**src/rtl/mul3_recon_serial_if.sv**
```systemverilog
// Handshake bundle for the serial 3*q + r reconstruction block.
// The master side presents q/r and accepts x/err; the slave side is the block.
interface mul3_recon_serial_if #(
    parameter int W = 16
);
    logic           in_valid;
    logic           in_ready;
    logic [W-1:0]   q;
    logic [1:0]     r;
    logic           out_valid;
    logic           out_ready;
    logic [W+1:0]   x;
    logic           err;

    modport master (
        output in_valid, q, r, out_ready,
        input  in_ready, out_valid, x, err
    );

    modport slave (
        input  in_valid, q, r, out_ready,
        output in_ready, out_valid, x, err
    );
endinterface

```
**src/rtl/mul3_recon_serial.sv**
```systemverilog
// Serial reconstruction of a dividend from a divide-by-3 result:
// x = 3*q + r, computed as q + (q << 1) + r, DIGIT bits per clock, LSB first.
// One operation in flight; x/err are held while the result waits, and x keeps
// the last result after the consumer takes it.
module mul3_recon_serial #(
    parameter int W     = 16,
    parameter int DIGIT = 2
) (
    input  logic               clk,
    input  logic               rst,
    mul3_recon_serial_if.slave bus
);
    localparam int N  = W / DIGIT;
    localparam int CW = (N > 1) ? $clog2(N) : 1;
    localparam logic [CW-1:0] LAST = CW'(N - 1);

    if ((W % DIGIT) != 0) begin : g_bad_digit
        $error("mul3_recon_serial: W must be a multiple of DIGIT");
    end

    typedef enum logic [1:0] {
        IDLE = 2'd0,
        RUN  = 2'd1,
        DONE = 2'd2
    } state_t;

    state_t             state_r;
    state_t             state_nx_s;
    logic               in_ready_r;
    logic               out_valid_r;

    logic [W-1:0]       q_sh_r;
    logic               prev_r;
    logic [1:0]         carry_r;
    logic [CW-1:0]      cnt_r;
    logic [W+1:0]       x_r;
    logic               err_r;

    logic [DIGIT-1:0]   a_s;
    logic [DIGIT-1:0]   b_s;
    logic [DIGIT+1:0]   sum_s;
    logic [1:0]         carry_nx_s;
    logic [1:0]         top_s;

    // Digit adder: q digit + (q << 1) digit + running carry, and the final top bits.
    always_comb begin
        a_s        = q_sh_r[DIGIT-1:0];
        // Shifted-q digit: low bits of this digit moved up one, bit above the previous digit at the bottom.
        b_s        = (a_s << 1'b1) | DIGIT'(prev_r);
        sum_s      = (DIGIT+2)'(a_s) + (DIGIT+2)'(b_s) + (DIGIT+2)'(carry_r);
        carry_nx_s = sum_s[DIGIT+1:DIGIT];
        // After the last digit, q[W-1] is the bit shifted out of (q << 1); carry <= 2 so this never overflows.
        top_s      = carry_nx_s + {1'b0, q_sh_r[DIGIT-1]};
    end

    // Next-state decode for the IDLE -> RUN -> DONE sequence.
    always_comb begin
        state_nx_s = state_r;
        case (state_r)
            IDLE: begin
                if (bus.in_valid) state_nx_s = RUN;
                else              state_nx_s = IDLE;
            end
            RUN: begin
                if (cnt_r == LAST) state_nx_s = DONE;
                else               state_nx_s = RUN;
            end
            DONE: begin
                if (bus.out_ready) state_nx_s = IDLE;
                else               state_nx_s = DONE;
            end
            default: state_nx_s = IDLE;
        endcase
    end

    // State register plus registered handshake flags decoded from the next state.
    always_ff @(posedge clk or posedge rst) begin
        if (rst) begin
            state_r     <= IDLE;
            in_ready_r  <= 1'b1;
            out_valid_r <= 1'b0;
        end else begin
            state_r     <= state_nx_s;
            in_ready_r  <= (state_nx_s == IDLE);
            out_valid_r <= (state_nx_s == DONE);
        end
    end

    // Datapath: latch operands on acceptance, then fold in one digit per cycle.
    always_ff @(posedge clk or posedge rst) begin
        if (rst) begin
            q_sh_r  <= {W{1'b0}};
            prev_r  <= 1'b0;
            carry_r <= 2'b00;
            cnt_r   <= {CW{1'b0}};
            x_r     <= {(W+2){1'b0}};
            err_r   <= 1'b0;
        end else begin
            case (state_r)
                IDLE: begin
                    if (bus.in_valid) begin
                        q_sh_r  <= bus.q;
                        carry_r <= bus.r;
                        prev_r  <= 1'b0;
                        cnt_r   <= {CW{1'b0}};
                        // r == 3 is still processed; the flag just travels with the result.
                        err_r   <= (bus.r == 2'd3);
                    end
                end
                RUN: begin
                    q_sh_r  <= q_sh_r >> DIGIT;
                    prev_r  <= q_sh_r[DIGIT-1];
                    carry_r <= carry_nx_s;
                    cnt_r   <= cnt_r + CW'(1);
                    x_r[int'(cnt_r) * DIGIT +: DIGIT] <= sum_s[DIGIT-1:0];
                    if (cnt_r == LAST) begin
                        x_r[W+1:W] <= top_s;
                    end
                end
                DONE: begin
                    // Result held until the consumer takes it.
                end
                default: begin
                end
            endcase
        end
    end

    assign bus.in_ready  = in_ready_r;
    assign bus.out_valid = out_valid_r;
    assign bus.x         = x_r;
    assign bus.err       = err_r;
endmodule

```
**src/flat_wrapper.sv**
```systemverilog
// flat-port wrapper written by rule: the top's interface ports become plain ports
module mul3_recon_serial_flat 
#(
    parameter int W     = 16,
    parameter int DIGIT = 2
)
  (clk, rst, bus_in_valid, bus_q, bus_r, bus_out_ready, bus_in_ready, bus_out_valid, bus_x, bus_err);
  mul3_recon_serial_if #(.W(W)) bus_i ();
  input  logic clk;
  input  logic rst;
  input wire logic [$bits(bus_i.in_valid)-1:0] bus_in_valid;
  input wire logic [$bits(bus_i.q)-1:0] bus_q;
  input wire logic [$bits(bus_i.r)-1:0] bus_r;
  input wire logic [$bits(bus_i.out_ready)-1:0] bus_out_ready;
  output wire logic [$bits(bus_i.in_ready)-1:0] bus_in_ready;
  output wire logic [$bits(bus_i.out_valid)-1:0] bus_out_valid;
  output wire logic [$bits(bus_i.x)-1:0] bus_x;
  output wire logic [$bits(bus_i.err)-1:0] bus_err;
  assign bus_i.in_valid = bus_in_valid;
  assign bus_i.q = bus_q;
  assign bus_i.r = bus_r;
  assign bus_i.out_ready = bus_out_ready;
  assign bus_in_ready = bus_i.in_ready;
  assign bus_out_valid = bus_i.out_valid;
  assign bus_x = bus_i.x;
  assign bus_err = bus_i.err;
  mul3_recon_serial #(.W(W), .DIGIT(DIGIT)) u_core (.clk(clk), .rst(rst), .bus(bus_i));
endmodule
```
**config.mk**
```make
export PLATFORM = sky130hd
export DESIGN_NAME = mul3_recon_serial_flat
export DESIGN_NICKNAME = d
export VERILOG_FILES = /design/src/rtl/mul3_recon_serial_if.sv /design/src/rtl/mul3_recon_serial.sv /design/src/flat_wrapper.sv
export SDC_FILE = /design/constraint.sdc
export NUM_CORES = 1
export LEC_CHECK = 0
export ABC_AREA = 1
export CAP_MARGIN = 20
export CORE_ASPECT_RATIO = 0.7
export CORE_MARGIN = 1
export CORE_UTILIZATION = 55
export DETAILED_ROUTE_END_ITERATION = 6
export GPL_ROUTABILITY_DRIVEN = 0
export MAX_ROUTING_LAYER = met4
export PLACE_DENSITY = 0.89
export SYNTH_ARGS = -nofsm -noshare
export SYNTH_HDL_FRONTEND = slang
export SYNTH_SLANG_ARGS = --single-unit
```
**constraint.sdc**
```tcl
create_clock -name clk -period 3.65 [get_ports clk]
set_input_delay 0.73 -clock clk [delete_from_list [all_inputs] [get_ports clk]]
set_output_delay 0.73 -clock clk [all_outputs]
set_load 0.005 [all_outputs]
```
==> summary.md, run 1 <==
| Metric | Value |
|---|---|
| Status | `finished, final reports clean` |
| Initial Utilization | `59.7%` |
| Hold depth | `2` |
| Mean Syn Cell Area | `about 8.5 um2` |
| Pre-CTS setup slack | `1280 ps` |
| Final core occ | `74.9%` |
| Area of the mapped netlist | `approximately 2200 um2` |
| Worst slew pin tran | `between 400 and 500 ps` |
| Largest net degree at the start of global routing | `24` |
| Die X | `77.2 um` |
| Fin nets | `333` |
| CP required | `around 3900 ps` |
| Non-Filler Instances | `351` |
| Clock-pin slew on the worst setup and hold paths | `~80 ps` |
| Crit-path max FO | `2` |
| Die height | `around 55 um` |
| Vias in the first global route | `between 1500 and 2000` |
| Antenna Nets Post-Route | `0` |
| Seq cells post-synth | `between 40 and 50` |
| Area Overhead vs Synth | `25.4%` |
| Worst vdd ir | `460 uV` |
| Final Cycle Share | `between 60% and 70%` |
| Drt first pass iters | `4` |
| Die Area | `4220 um2` |
| Fmax | `~420 MHz` |
| Hold Buf Count CTS | `0` |
| Antenna cells | `0` |
| Post-Syn Nets | `between 200 and 300` |
| Wire per inst | `approximately 13 um` |
| Synthesis warning total | `0` |
| Max-Slew Margin vs Limit | `between 60% and 70%` |
| Tmin final | `approximately 2400 ps` |
| Gr ovfl total | `0` |
| TNS Setup | `0 ps` |
| Mapped Cells | `between 200 and 300` |
| Initial antenna violation count | `0` |
| R2R depth | `11` |
| HP Class | `reg2reg` |
| Routed vias | `between 1500 and 2000` |
| Post-CTS Setup Inserts | `0` |
| Site Rows | `18` |
| Final slew viol count | `0` |
| CTS resizes | `0` |
| Static Leak | `between 1 and 1.5 nW` |
| Clock Path Buffers | `2` |
| Layout cells sized above 1 | `about 6%` |
| Highest routed metal layer | `met4` |
| Met1 Wirelength | `2280 um` |
| I/O pin cnt | `between 40 and 50` |
| Port bufs | `42` |
| Dpl cells | `about 340` |
| Crit path kind | `reg2reg` |
| Fill cell count | `273` |
| First-pass GRT wire length | `just under 8000 um` |
| RSZ-0062 raised after global routing | `false` |
| Final Hold Violating Endpoints | `0` |
| Clock root cell | `clkbuf_8` |
| Final setup violation count | `0` |
| Startpoint Class | `register` |
| Inserted Clock Buffers | `5` |
| CTS H-tree lvls | `2` |
| DRC | `0` |
| WL met2 | `2020 um` |
| Most common cell after layout, fill and taps aside | `nand2_1` |
| Final Worst Setup Slack | `~1300 ps` |
| Sequential element share of the synthesized area | `about half` |
| # clock sinks | `45` |
| Unique masters post-synth | `24` |
| Data arrival, critical path | `approximately 2600 ps` |
| Layout Skew | `between 5 and 6 ps` |
| Core ar. | `3650 um2` |
| Met3 WL | `~380 um` |
| Drt via density | `5.30` |
| Clk_lat worst skew | `300 ps` |
| Routed wire length | `approximately 4700 um` |
| CTS tree | `built` |
| Crit path capture type | `register` |
| GRT Total Usage | `26.3%` |
| Max cap viols | `0` |
| Commonest cells after routing, fill and taps aside | `69 x nand2_1, 44 x dfrtp_1, 42 x clkdlybuf4s50_1` |
| PD cells | `slightly above 900 nW/um2` |
| HPWL Detailed | `between 3000 and 4000 um` |
| Drt first-iter violations | `between 150 and 200` |
## worst max-delay path, stage by stage (launching register included)
cell and delay, ps:
dfrtp_1 390, ha_1 210, inv_1 60, fa_1 440, fa_1 420, xor2_1 210
ha_1 210, nand3_1 80, nand3_1 90, nand2_1 60, nand2_1 50, nand2_1 40
## cell usage after synthesis
cell      number  area (um2)
nand3_1       14        70.1
o21ai_0       30         150
a21oi_1        1        5.00
buf_6          2        22.5
o21ai_1       17        85.1
nor2_1        24        90.1
dfstp_2        1        26.3
ha_1           8         100
o31ai_1        2        15.0
a22o_1         1        8.76
xor2_1         1        8.76
o22ai_1        4        25.0
clkbuf_1       1        3.75
nand4_1        1        6.26
inv_1         22        82.6
nand2_1       69         259
dfrtp_1       44        1100
nor2_4         2        22.5
nor2_2         1        6.26
fa_1           2        40.0
nand2_2        1        6.26
inv_2          5        18.8
buf_2          2        10.0
buf_4          2        15.0
## power by group
group          internal (mW)  switching [mW]  total [mW]
registers              0.719           0.129       0.848
clock network          0.150           0.162       0.312
logic                  0.544           0.818        1.36
total                   1.41            1.11        2.52
## path summary, 6_finish.rpt
check | endpoint | startpoint | slack (ps)
hold reg to reg | u_core.q_sh_r[14] | u_core.q_sh_r[14] | 490
min in group asynchronous | u_core.q_sh_r[11] | rst | 680
hold / removal | u_core.q_sh_r[14] | u_core.q_sh_r[14] | 490
max in group asynchronous | u_core.q_sh_r[8] | rst | 2310
setup reg to reg | u_core.bus.x[17] | u_core.q_sh_r[0] | 1290
setup / recovery | u_core.bus.x[17] | u_core.q_sh_r[0] | 1290
## area by class of cell
class | count | area (um2) | share of cell area [%]
sequential | 45 | 1130 | 41.3
clock buffer | 7 | 86.3 | 3.16
inverter | 27 | 101 | 3.71
tap | 50 | 62.6 | 2.29
timing repair buffer | 44 | 455 | 16.7
multi-input combinational | 178 | 898 | 32.9
## per-layer routing
| layer | vias up | global-route usage, % |
|---|---|---|
| li1 | 916 | - |
| met1 | 869 | 36.1 |
| met2 | 68 | 38.3 |
| met3 | 6 | 7.33 |
| met4 | 0 | 8.18 |
| met5 | - | - |
## cell families after synthesis
logic type               after synthesis  synth area share, %
AO/OA/AOI/OAI                         55                 13.3
XOR/XNOR                               1                0.402
AND/OR/NAND/NOR                      112                 21.1
buffers and inverters                 34                 7.01
flip-flops                            45                 51.8
adder cells (fa/ha/maj)               10                 6.43
## flip-flops by register name, indices dropped and copies added (netlist names)
signal and flops:
u_core.bus.err 1, u_core.bus.in_ready 1, u_core.bus.out_valid 1, u_core.bus.x 18
u_core.carry_r 2, u_core.cnt_r 3, u_core.prev_r 1, u_core.q_sh_r 16
u_core.state_r 2
## through the flow
stage	hold slack (ps)	instance area (um2)	total power, mW
after floorplan	443	2180	1.77
after global placement	458	2620	2.14
after detailed placement	467	2650	2.20
after CTS	487	2730	2.52
after global routing	501	2730	2.77
final	487	2730	2.52
(Power assumes the default switching activity.)
==> run 2: changes to the inputs <==
--- a/config.mk
+++ b/config.mk
@@ -9,11 +9,11 @@
 export CAP_MARGIN = 20
 export CORE_ASPECT_RATIO = 0.7
 export CORE_MARGIN = 1
-export CORE_UTILIZATION = 55
+export CORE_UTILIZATION = 46
 export DETAILED_ROUTE_END_ITERATION = 6
 export GPL_ROUTABILITY_DRIVEN = 0
 export MAX_ROUTING_LAYER = met4
-export PLACE_DENSITY = 0.89
+export PLACE_DENSITY = 0.8
 export SYNTH_ARGS = -nofsm -noshare
 export SYNTH_HDL_FRONTEND = slang
 export SYNTH_SLANG_ARGS = --single-unit
==> constraint.sdc (replaced) <==
create_clock -name clk -period 2 [get_ports clk]
set_input_delay 0.4 -clock clk [delete_from_list [all_inputs] [get_ports clk]]
set_output_delay 0.4 -clock clk [all_outputs]
set_load 0.005 [all_outputs]
==> summary.md, run 2 (synthesis gave the netlist of run 1 again) <==
| Metric | Value |
|---|---|
| Status | `finished with violations` |
| Violated checks | `DRC, setup timing` |
| First-pass GRT wire length | `8560 um (+8.8%)` |
| GRT met1 Usage | `34.2% (-1.9 points)` |
| Met2 usage | `32.8% (-5.6 points)` |
| Final slew viol count | `0 (unchanged)` |
| Cell Area, Placed | `2710 um2 (+2.4%)` |
| Site Rows | `20 (+2)` |
| Die Area | `5020 um2 (+19%)` |
| HPWL Detailed | `3610 um (+4.9%)` |
| Startpoint Class | `register` |
| GRT Total Usage | `23.2% (-3.1 points)` |
| Clock root cell | `clkbuf_8` |
| Max-Slew Margin vs Limit | `70.8% (+3.6 points)` |
| Hold slack | `396 ps (-90.6 ps)` |
| Port bufs | `42 (unchanged)` |
| Initial Utilization | `49.2% (-11 points)` |
| Die X | `84.3 um (+9.1%)` |
| Commonest cells after routing, fill and taps aside | `66 x nand2_1, 43 x dfrtp_1, 42 x clkdlybuf4s50_1` |
| RR Startpoint | `u_core.q_sh_r[0]` |
| Hold Buf Count CTS | `0 (unchanged)` |
| Routed wire length | `5230 um (+10%)` |
| Drt first-iter violations | `160 (+3.2%)` |
| DRC | `6 (+6)` |
| Static Leak | `1.39 nW (+7.2%)` |
| Global routing's busiest layer | `met1` |
| Initial antenna violation count | `0 (unchanged)` |
| RSZ-0062 raised after global routing | `true` |
| Final Cycle Share | `113% (+49 points)` |
| # clock sinks | `45 (unchanged)` |
| Max cap viols | `0 (unchanged)` |
| Data arrival, critical path | `2460 ps (-100 ps)` |
| Tmin final | `2270 ps (-92.5 ps)` |
| Drt via density | `5.24 (-1.0%)` |
| Gr ovfl total | `0 (unchanged)` |
| Pre-CTS setup slack | `-288 ps (-1570 ps)` |
| Inserted Clock Buffers | `5 (unchanged)` |
| Die height | `59.6 um (+9.0%)` |
| Core ar. | `4430 um2 (+21%)` |
| Reg-to-reg endpoint | `u_core.bus.x[17]` |
| Vias in the first global route | `1738 (+4.8%)` |
| Fin area | `2980 um2 (+9.0%)` |
| Worst vdd ir | `727 uV (+58%)` |
| Crit-path max FO | `2 (unchanged)` |
| Most common cell after layout, fill and taps aside | `nand2_1` |
| Clock-pin slew on the worst setup and hold paths | `80 ps (about the same)` |
| CTS tree | `built` |
| Number of flip-flops in the largest register | `18 (unchanged)` |
| Final Worst Setup Slack | `-270 ps (-1560 ps)` |
| Clk_lat worst skew | `300 ps (about the same)` |
| Met3 Track Usage GR | `4.46% (-2.9 points)` |
| CP required | `2190 ps (-1660 ps)` |
| CTS H-tree lvls | `2 (unchanged)` |
| Clock Path Buffers | `2 (unchanged)` |
| Final Hold Violating Endpoints | `0 (unchanged)` |
| Wire per inst | `14.2 um (+5.0%)` |
| I/O pin cnt | `43 (unchanged)` |
| Layout Skew | `5.33 ps (-0.139 ps)` |
| R2R depth | `12 (+1)` |
| Layout cells sized above 1 | `18.2% (+12 points)` |
| Antenna Nets Post-Route | `0 (unchanged)` |
| HP Class | `in2async` |
| Area Overhead vs Synth | `36.7%` |
| Crit path kind | `reg2reg` |
| Routed vias | `1934 (+4.0%)` |
| Worst slew pin tran | `438 ps (-53.0 ps)` |
| Largest net degree at the start of global routing | `37 (+54%)` |
| PD cells | `1950 nW/um2 (+110%)` |
| Fin nets | `345 (+3.6%)` |
| R2R Setup Slk | `-270 ps (-1560 ps)` |
| Crit path capture type | `register` |
| Dpl cells | `356 (+3.5%)` |
| Non-Filler Instances | `369 (+5.1%)` |
| Fmax | `441 MHz (+4.1%)` |
| Final setup violation count | `9 (+9)` |
| Antenna cells | `0 (unchanged)` |
| Drt first pass iters | `6 (+2)` |
-- run 2: worst max path at each step --
stage | start | to | cells past startpoint
global placement | u_core.prev_r | u_core.bus.x[16] | 10
finish | u_core.q_sh_r[0] | u_core.bus.x[17] | 12
detailed placement | u_core.prev_r | u_core.bus.x[16] | 10
CTS | u_core.prev_r | u_core.bus.x[17] | 12
global route | u_core.q_sh_r[0] | u_core.bus.x[17] | 12
floorplan | u_core.prev_r | u_core.bus.x[16] | 10
-- run 2: per-stage QoR --
step           power, mW  setup TNS [ps]  util, %
3_3_place_gp        4.09            -550     61.2
4_1_cts             5.15            -739     65.1
2_1_floorplan       3.27            -241        -
5_1_grt             6.29           -1570     67.2
3_5_place_dp        4.18            -996     61.2
6_report            5.80            -990     67.2
-- run 2: layout make-up --
cell class                 count  area (um2)
fill                         336        1450
sequential                    45        1130
multi-input combinational    178        1020
timing repair buffer          56         553
inverter                      27         104
clock buffer                   7        96.3
tap                           55        68.8
clock inverter                 1        5.00
-- run 2: critical path, cell delays in order, from the launching register on --
cell and delay [ps]:
dfrtp_1 400, ha_2 190, inv_2 50, fa_2 450, fa_2 400, xor2_4 180
ha_4 170, inv_2 60, nand3_2 70, nand3_2 60, nand2_1 50, nand2_1 50
nand2_1 40
-- run 2: power by group --
part	total, mW	internal [mW]	switching, mW
logic	3.63	1.64	1.98
clock network	0.616	0.312	0.303
registers	1.56	1.31	0.250
-- run 2: metal layers --
metal	share of wire, %	vias up
li1	-	946
met1	51	930
met2	44	54
met3	5.2	4
met4	0.52	0
met5	0	-
-- run 2: what timing repair did --
action / 4_1_cts / 5_1_grt
pin swaps: 13 / 5
setup endpoints to repair: 8 / 14
gates resized for setup: 19 / 14
cloned: 0 / 0
buffers inserted: 1 / 4
